## src/rtl/uart_pkg.sv

```systemverilog
// Shared definitions for the parametrised UART: parity modes, FSM encodings
// and the baud divisor helper.
package uart_pkg;

  localparam int unsigned PARITY_NONE = 0;
  localparam int unsigned PARITY_ODD  = 1;
  localparam int unsigned PARITY_EVEN = 2;

  typedef enum logic [2:0] {
    RX_IDLE,
    RX_START,
    RX_DATA,
    RX_PAR,
    RX_STOP,
    RX_DONE,
    RX_BRK
  } rx_state_t;

  typedef enum logic [2:0] {
    TX_IDLE,
    TX_START,
    TX_DATA,
    TX_PAR,
    TX_STOP
  } tx_state_t;

  function automatic int unsigned clks_per_bit(input int unsigned clk_freq,
                                               input int unsigned baud);
    return clk_freq / baud;
  endfunction

endpackage

```

## src/rtl/uart_rx_core.sv

```systemverilog
// UART receiver: two-flop synchroniser, mid-bit sampling, false-start
// rejection, parity/framing checks and break hold-off.
module uart_rx_core
  import uart_pkg::*;
#(
  parameter int unsigned CLKS_PER_BIT = 434,
  parameter int unsigned DATA_BITS    = 8,
  parameter int unsigned PARITY       = PARITY_NONE
) (
  input  logic                 clock,
  input  logic                 reset,
  input  logic                 rx,
  output logic [DATA_BITS-1:0] rx_data,
  output logic                 rx_valid,
  output logic                 rx_parity_err,
  output logic                 rx_frame_err
);

  localparam int unsigned   CW       = $clog2(CLKS_PER_BIT);
  localparam logic [CW-1:0] LAST     = CW'(CLKS_PER_BIT - 1);
  localparam logic [CW-1:0] HALF     = CW'(CLKS_PER_BIT / 2 - 1);
  localparam logic [3:0]    LAST_IDX = 4'(DATA_BITS - 1);

  logic [1:0]           r_sync;
  logic                 w_rxs;
  rx_state_t            r_state, w_state_nxt;
  logic [CW-1:0]        r_cnt, w_cnt_nxt;
  logic [3:0]           r_idx, w_idx_nxt;
  logic [DATA_BITS-1:0] r_shift, w_shift_nxt;
  logic                 r_par, w_par_nxt;
  logic [DATA_BITS-1:0] r_data;
  logic                 r_perr, r_ferr;
  logic                 w_tick, w_load;

  assign w_rxs  = r_sync[1];
  assign w_tick = (r_cnt == LAST);

  always_comb begin
    w_state_nxt = r_state;
    w_cnt_nxt   = r_cnt + 1'b1;
    w_idx_nxt   = r_idx;
    w_shift_nxt = r_shift;
    w_par_nxt   = r_par;
    w_load      = 1'b0;
    case (r_state)
      RX_IDLE: begin
        w_cnt_nxt = '0;
        if (!w_rxs) w_state_nxt = RX_START;
      end
      RX_START: if (r_cnt == HALF) begin
        w_cnt_nxt   = '0;
        w_idx_nxt   = '0;
        w_par_nxt   = 1'b0;
        w_state_nxt = w_rxs ? RX_IDLE : RX_DATA;
      end
      RX_DATA: if (w_tick) begin
        w_cnt_nxt   = '0;
        w_shift_nxt = {w_rxs, r_shift[DATA_BITS-1:1]};
        w_par_nxt   = r_par ^ w_rxs;
        w_idx_nxt   = r_idx + 1'b1;
        if (r_idx == LAST_IDX)
          w_state_nxt = (PARITY != PARITY_NONE) ? RX_PAR : RX_STOP;
      end
      RX_PAR: if (w_tick) begin
        w_cnt_nxt   = '0;
        w_par_nxt   = r_par ^ w_rxs;
        w_state_nxt = RX_STOP;
      end
      RX_STOP: if (w_tick) begin
        w_cnt_nxt   = '0;
        w_load      = 1'b1;
        w_state_nxt = RX_DONE;
      end
      // A low stop bit parks in BRK so a held-low line reports only once.
      RX_DONE: w_state_nxt = r_ferr ? RX_BRK : RX_IDLE;
      RX_BRK:  if (w_rxs) w_state_nxt = RX_IDLE;
      default: w_state_nxt = RX_IDLE;
    endcase
  end

  always_ff @(posedge clock) begin
    if (reset) begin
      r_sync  <= 2'b11;
      r_state <= RX_IDLE;
      r_cnt   <= '0;
      r_idx   <= '0;
      r_shift <= '0;
      r_par   <= 1'b0;
      r_data  <= '0;
      r_perr  <= 1'b0;
      r_ferr  <= 1'b0;
    end else begin
      r_sync  <= {r_sync[0], rx};
      r_state <= w_state_nxt;
      r_cnt   <= w_cnt_nxt;
      r_idx   <= w_idx_nxt;
      r_shift <= w_shift_nxt;
      r_par   <= w_par_nxt;
      if (w_load) begin
        r_data <= r_shift;
        r_ferr <= ~w_rxs;
        r_perr <= (PARITY == PARITY_EVEN) ? r_par :
                  (PARITY == PARITY_ODD)  ? ~r_par : 1'b0;
      end
    end
  end

  assign rx_data       = r_data;
  assign rx_valid      = (r_state == RX_DONE);
  assign rx_parity_err = r_perr;
  assign rx_frame_err  = r_ferr;

endmodule

```

## src/rtl/uart_param.sv

```systemverilog
// Parametrised full-duplex UART: transmitter FSM here, receiver in
// uart_rx_core. Single clock domain, synchronous active-high reset.
module uart_param
  import uart_pkg::*;
#(
  parameter int unsigned CLK_FREQ  = 50000000,
  parameter int unsigned BAUD      = 115200,
  parameter int unsigned DATA_BITS = 8,
  parameter int unsigned PARITY    = PARITY_NONE,
  parameter int unsigned STOP_BITS = 1
) (
  input  logic                 clock,
  input  logic                 reset,
  input  logic                 rx,
  output logic                 tx,
  output logic [DATA_BITS-1:0] rx_data,
  output logic                 rx_valid,
  output logic                 rx_parity_err,
  output logic                 rx_frame_err,
  input  logic [DATA_BITS-1:0] tx_data,
  input  logic                 tx_start,
  output logic                 tx_busy,
  output logic                 tx_done
);

  localparam int unsigned CLKS_PER_BIT = clks_per_bit(CLK_FREQ, BAUD);

  if (DATA_BITS < 5 || DATA_BITS > 9 || PARITY > PARITY_EVEN ||
      STOP_BITS < 1 || STOP_BITS > 2 || CLKS_PER_BIT < 4) begin : g_bad_cfg
    $error("uart_param: illegal DATA_BITS/PARITY/STOP_BITS/baud configuration");
  end

  localparam int unsigned   CW        = $clog2(CLKS_PER_BIT);
  localparam logic [CW-1:0] LAST      = CW'(CLKS_PER_BIT - 1);
  localparam logic [3:0]    LAST_IDX  = 4'(DATA_BITS - 1);
  localparam logic [3:0]    LAST_STOP = 4'(STOP_BITS - 1);

  tx_state_t            r_state, w_state_nxt;
  logic [CW-1:0]        r_cnt, w_cnt_nxt;
  logic [3:0]           r_idx, w_idx_nxt;
  logic [DATA_BITS-1:0] r_shift, w_shift_nxt;
  logic                 r_par_bit, r_tx, r_done;
  logic                 w_tx_nxt, w_done_nxt, w_accept, w_tick;

  assign w_tick = (r_cnt == LAST);

  always_comb begin
    w_state_nxt = r_state;
    w_cnt_nxt   = r_cnt;
    w_idx_nxt   = r_idx;
    w_shift_nxt = r_shift;
    w_done_nxt  = 1'b0;
    w_accept    = 1'b0;
    if (r_state != TX_IDLE) w_cnt_nxt = w_tick ? '0 : r_cnt + 1'b1;
    case (r_state)
      TX_IDLE: if (tx_start) begin
        w_accept    = 1'b1;
        w_state_nxt = TX_START;
        w_cnt_nxt   = '0;
        w_shift_nxt = tx_data;
      end
      TX_START: if (w_tick) begin
        w_state_nxt = TX_DATA;
        w_idx_nxt   = '0;
      end
      TX_DATA: if (w_tick) begin
        w_shift_nxt = r_shift >> 1;
        w_idx_nxt   = r_idx + 1'b1;
        if (r_idx == LAST_IDX) begin
          w_idx_nxt   = '0;
          w_state_nxt = (PARITY != PARITY_NONE) ? TX_PAR : TX_STOP;
        end
      end
      TX_PAR: if (w_tick) begin
        w_idx_nxt   = '0;
        w_state_nxt = TX_STOP;
      end
      TX_STOP: if (w_tick) begin
        if (r_idx == LAST_STOP) begin
          w_state_nxt = TX_IDLE;
          w_done_nxt  = 1'b1;
        end else begin
          w_idx_nxt = r_idx + 1'b1;
        end
      end
      default: w_state_nxt = TX_IDLE;
    endcase

    // Line level is registered from the next state so tx never glitches.
    case (w_state_nxt)
      TX_START: w_tx_nxt = 1'b0;
      TX_DATA:  w_tx_nxt = w_shift_nxt[0];
      TX_PAR:   w_tx_nxt = r_par_bit;
      default:  w_tx_nxt = 1'b1;
    endcase
  end

  always_ff @(posedge clock) begin
    if (reset) begin
      r_state   <= TX_IDLE;
      r_cnt     <= '0;
      r_idx     <= '0;
      r_shift   <= '0;
      r_par_bit <= 1'b0;
      r_tx      <= 1'b1;
      r_done    <= 1'b0;
    end else begin
      r_state <= w_state_nxt;
      r_cnt   <= w_cnt_nxt;
      r_idx   <= w_idx_nxt;
      r_shift <= w_shift_nxt;
      r_tx    <= w_tx_nxt;
      r_done  <= w_done_nxt;
      if (w_accept)
        r_par_bit <= (PARITY == PARITY_ODD) ? ~^tx_data : ^tx_data;
    end
  end

  assign tx      = r_tx;
  assign tx_busy = (r_state != TX_IDLE);
  assign tx_done = r_done;

  uart_rx_core #(
    .CLKS_PER_BIT(CLKS_PER_BIT),
    .DATA_BITS   (DATA_BITS),
    .PARITY      (PARITY)
  ) u_rx (
    .clock        (clock),
    .reset        (reset),
    .rx           (rx),
    .rx_data      (rx_data),
    .rx_valid     (rx_valid),
    .rx_parity_err(rx_parity_err),
    .rx_frame_err (rx_frame_err)
  );

endmodule

```

## config.mk

```make
export PLATFORM = sky130hd
export DESIGN_NAME = uart_param
export DESIGN_NICKNAME = d
export VERILOG_FILES = /design/src/rtl/uart_pkg.sv /design/src/rtl/uart_rx_core.sv /design/src/rtl/uart_param.sv
export SDC_FILE = /design/constraint.sdc
export NUM_CORES = 1
export LEC_CHECK = 0
export ABC_AREA = 1
export CAP_MARGIN = 30
export CORE_ASPECT_RATIO = 1.4
export CORE_MARGIN = 5
export CORE_UTILIZATION = 58
export CTS_CLUSTER_SIZE = 14
export DETAILED_ROUTE_END_ITERATION = 10
export GPL_TIMING_DRIVEN = 0
export PLACE_DENSITY = 0.8
export SLEW_MARGIN = 40
export SYNTH_ARGS = -nofsm -noshare
export SYNTH_HDL_FRONTEND = slang
export SYNTH_SLANG_ARGS = --single-unit
```

## constraint.sdc

```tcl
create_clock -name clock -period 1.9 [get_ports clock]
set_input_delay 0.19 -clock clock [delete_from_list [all_inputs] [get_ports clock]]
set_output_delay 0.19 -clock clock [all_outputs]
set_load 0.02 [all_outputs]
```

-- Word level (Yosys, flattened, before mapping)
Cells that the tools add are included.
- add/sub/neg operators: 4
- reduce and logical (&&, ||, !) cells: 16
- bitwise logic cells: 3
- equality and inequality tests: 30
- mux-type cells: 43
- operators with widths (kind ; number):
    2-to-1 mux 9 bit ; 6
    2-to-1 mux 3 bit ; 15
    2-to-1 mux 4 bit ; 7
    case mux 9 bit (3 select lines) ; 1
    case mux 3 bit (7 select lines) ; 1
    adder 9 x 1 -> 9 bit, second input constant ; 2
    equality test 3 x 2 -> 1 bit, second input constant ; 6
    equality test 9 bit, second input constant ; 2
    2-to-1 mux 8 bit ; 2
    case mux 8 bit (2 select lines) ; 1
    case mux 3 bit (5 select lines) ; 1
    != test 2 x 1 -> 1 bit, second input constant ; 7
    equality test 3 bit, second input constant ; 4
    case mux 4 bit (3 select lines) ; 1
    != test 2 bit, second input constant ; 5
    equality test 3 x 1 -> 1 bit, second input constant ; 3
    equality test 9 x 8 -> 1 bit, second input constant ; 1
    adder 4 x 1 -> 4 bit, second input constant ; 2
    equality test 4 x 3 -> 1 bit, second input constant ; 2
    case mux 4 bit (2 select lines) ; 1
    parity 8 bit ; 1
    AND reduction 7 bit ; 1
    zero test 3 bit ; 2
    AND reduction 3 bit ; 2
    11 further kinds ; 20
- output and inout bits: 14
- register bits after elaboration: 62
- word-level logic and storage cells: 111
- input port bits: 12

-- Depth between registers and ports, before layout
- depth in word-level cells: 6
- mapped depth: 10
- mapped depth without buffers: 10

-- Cells and area by module
From an unflattened synthesis, not the netlist that was laid out.
- cells, all modules: 420
- area total of the unflattened synthesis: 3100.5 µm²
- modules (own cells, without submodules) (module ; times used ; sequential area each (µm²) ; area each (µm²) ; cells an instance):
    uart_rx_core ; 1 ; 700.7 ; 1572.8 ; 203
    uart_param ; 1 ; 540.5 ; 1527.7 ; 217

-- Worst setup path after synthesis
No wires, ideal clock.
- path kind: flip-flop to flip-flop
- start: register u_rx.r_cnt[0]
- end: register u_rx.r_data[4], in the netlist u_rx.rx_data[4]
- period minus slack after synthesis: 1382 ps
- slack: 518 ps
- data arrival time: 1262 ps
- stages on the path, launching flop included: 10
- data required time: 1781 ps
- library setup time: 119 ps
- path buffers: 1
- path through: dfxtp_1 -> ha_1 -> nand2_1 -> nor2_1 -> nand2_2 -> inv_2 -> nand3_2 -> buf_2 -> o21ai_1 -> a21oi_1
- word-level cells in the longest chain between the ends: 3
- RTL lines (what ; line ; source):
    from (decl) ; uart_rx_core.sv:27 ; logic [CW-1:0] r_cnt, w_cnt_nxt;
    from (signal assigned) ; uart_rx_core.sv:95 ; r_cnt <= w_cnt_nxt;
    equality test 9 bit ; uart_rx_core.sv:36 ; assign w_tick = (r_cnt == LAST);
    2-to-1 mux 1 bit ; uart_rx_core.sv:69 ; RX_STOP: if (w_tick) begin
    2-to-1 mux 1 bit ; uart_rx_core.sv:45 ; case (r_state)
    to (signal assigned) ; uart_rx_core.sv:100 ; r_data <= r_shift;
    to (decl) ; uart_rx_core.sv:31 ; logic [DATA_BITS-1:0] r_data;
Every way passes these cells.
A chain may end at the register's enable or synchronous reset.

-- Final worst setup path
- start: register r_state[1]
- end: output tx_busy
- word-level cells in the longest chain between the ends: 1
- RTL lines (what ; line ; source):
    from (decl) ; uart_param.sv:38 ; tx_state_t r_state, w_state_nxt;
    from (signal assigned) ; uart_param.sv:108 ; r_state <= w_state_nxt;
    nonzero test 3 bit ; uart_param.sv:120 ; assign tx_busy = (r_state != TX_IDLE);
    to (decl) ; uart_param.sv:22 ; output logic tx_busy,
Every way passes these cells.

==> flow_summary.ini <==
[run_status]
status = completed

[critical_path]
crit_path_end_kind = output port
rr_worst_depth = 9
start_kind = flip-flop
crit_buf_inv = 2
crit_end = tx_busy
required_ns = 1.71
ff2ff_setup_slack_ns = 0.30
critPathKind = reg -> out
timing.rr.start = r_cnt[1]
critPathMaxFanout = 10
worst-path-stages = 3
path_cells = inv_2, nand2_4, clkdlybuf4s50_1
r2r_end = r_cnt[6]
arrival_ns = 1.62
crit_start = r_state[1]
crit_family = buffers and inverters
critPathSlowestCell = clkdlybuf4s50_1
critPathMaxStageDelay_ns = 0.63

[power_and_ir_drop]
leakage_nw = 1.48
peakVddDrop_v = 0.000539
powerDensity_nw_per_um2 = 998

[sta]
hold_violations = 0
clock_skew_ns = 0.00710
worst_slew_pin_slew_ns = 0.591
max_freq_ghz = 0.553
period_minus_slack_ns = 1.81
fin_setup_tns_ns = 0
rsz0062_at_grt = no
maxSlewViolCount = 0
finalSetupViolations = 0
fin_crit_sh_pct = 95.2
max_slew_margin_pct = 60.6

[routing]
routed_wl_um = 6360
drt_iter0_markers = 130
vias = 2828
drc = 0
postRouteAntennaNets = 0
post_drt_wl_per_cell_um = 11.7
first_pass_iters = 4
viasPerCell = 5.19

[synthesis]
yosysTopAreaCell = dfxtp_1
ys_types = 38
synth_edf_count = 0
synth-warning-count = 0
avgSynthCellArea_um2 = 7.13
yosysSeqAreaShare_pct = 39.6
syn_inst = 440
synthTopCellsByArea = dfxtp_1 (40%), nand2_1 (9.6%), nor2_1 (7.4%)
netlist_area_um2 = 3140
synthArstFlopShare_pct = 0
synth.top_cell.area_share_pct = 39.6
synth_ff_type = dfxtp_1
ys_ff_latch = 62
syn-num-nets = 460

[clock_network]
numCtsBuffers = 9
cts_setup_buffers = 0
cts_root_buffer = clkbuf_8
ctsHoldBuffers = 0
clockBufferDepth = 2
cts_tree = built
clock_latency_ns = 0.35
clk_pin_slew_ns = 0.07
cts.sinks = 62
htreeDepth = 3
postCtsResizedCells = 0

[grt]
grt_pass1_wl_um = 10900
grt_usage_pct = 19.2
grt_overflow = 0
grt_pass1_vias = 2589
grt_max_degree = 14
antenna_found_initial = 0

[die]
ios = 26
rows = 31
coreArea_um2 = 5200
die_area_um2 = 7000
fp.dieW_um = 72.2
initial_core_util_pct = 60.4
fp.dieH_um = 97.0

[layout]
regArea_um2 = 1240
area.growth.synth_to_final_pct = 18.0
multi_input_area_um2 = 1630
fin_nets = 494
final_common_cell = nand2_1
nFillCells = 455
final_area_um2 = 3700
final_cell_mix = nand2_1 (80), nor2_1 (62), dfxtp_1 (61), inv_1 (48), nand3_1 (33)
layout-drive-gt1-share_pct = 12.5
diodes = 0
fin_cells = 545

[placement]
placed_cells = 529
placed_area_um2 = 3450
dp.final_hpwl_um = 4720
io_buffer_count = 23
place_congestion = 0.800

[worst_hold_path]
min_path_type = in -> reg

[run]
maxCapViolCount = 0
-- final cells by class --
type                       instances  share of cell area, %
buffer                             8                   1.01
clock buffer                       9                   3.35
clock inverter                     7                   3.38
inverter                          61                   6.18
multi-input combinational        309                   44.0
sequential                        62                   33.6
tap                               66                   2.23
timing repair buffer              23                   6.29
-- flip-flops by register name, summed over array words and instances (netlist names) --
register,count
u_rx.rx_data,8
u_rx.r_idx,4
u_rx.r_cnt,9
r_par_bit,1
tx,1
u_rx.r_shift,8
tx_done,1
r_shift,8
u_rx.r_state,3
r_state,3
r_cnt,9
u_rx.r_sync,2
u_rx.rx_frame_err,1
r_idx,4
-- through the flow --
step / power [mW] / utilization, % / hold slack (ns) / setup slack [ns]
after floorplan: 2.08 / - / 0.294 / 0.518
after global placement: 2.23 / 66.4 / 0.392 / 0.347
after detailed placement: 2.26 / 66.4 / 0.408 / 0.305
after CTS: 3.74 / 71.2 / 0.123 / 0.0133
after global routing: 3.89 / 71.2 / 0.151 / 0.0331
final: 3.69 / 71.2 / 0.147 / 0.0909
-- worst min-delay path by stage --
stage / slack [ns] / cells after the start / to / from
floorplan: 0.29 / 1 / u_rx.r_sync[0] / rx
finish: 0.15 / 2 / r_shift[2] / reset
CTS: 0.12 / 2 / r_shift[2] / reset
global route: 0.15 / 2 / r_shift[1] / reset
global placement: 0.39 / 1 / u_rx.r_sync[1] / u_rx.r_sync[0]
detailed placement: 0.41 / 1 / u_rx.r_sync[1] / u_rx.r_sync[0]
-- per-layer routing --
metal | vias up | global-route usage (%) | routed length (µm)
li1 | 1482 | - | -
met1 | 1268 | 20.5 | 2590
met2 | 61 | 34.0 | 3330
met3 | 17 | 4.77 | 267
met4 | 0 | 9.55 | 175
met5 | - | 0 | 0
-- cell families after synthesis --
| logic type | share of synthesized area, % |
|---|---|
| xor+xnor | 4.19 |
| other cells | 0.120 |
| flops | 39.6 |
| fa+ha+maj | 3.19 |
| compound gates | 12.0 |
| simple gates | 32.5 |
| buf+inv | 8.50 |
-- cells in the mapped netlist (all sizes together) (4+ instances only) --
library cell  count
o21ai            30
clkbuf            4
nand3            36
nand4             7
xor2              7
nand2            86
buf               4
ha                8
nor2             71
a21oi            26
nor3             10
a31oi             7
xnor2             8
dfxtp            62
inv              61
-- report_power, final --
| group | internal, mW | switching (mW) | leakage [nW] |
|---|---|---|---|
| Combinational | 0.267 | 0.527 | 0.851 |
| Sequential | 1.37 | 0.0705 | 0.503 |
| Clock | 0.889 | 0.575 | 0.125 |
No activity file was read; power rests on OpenSTA's default activity.
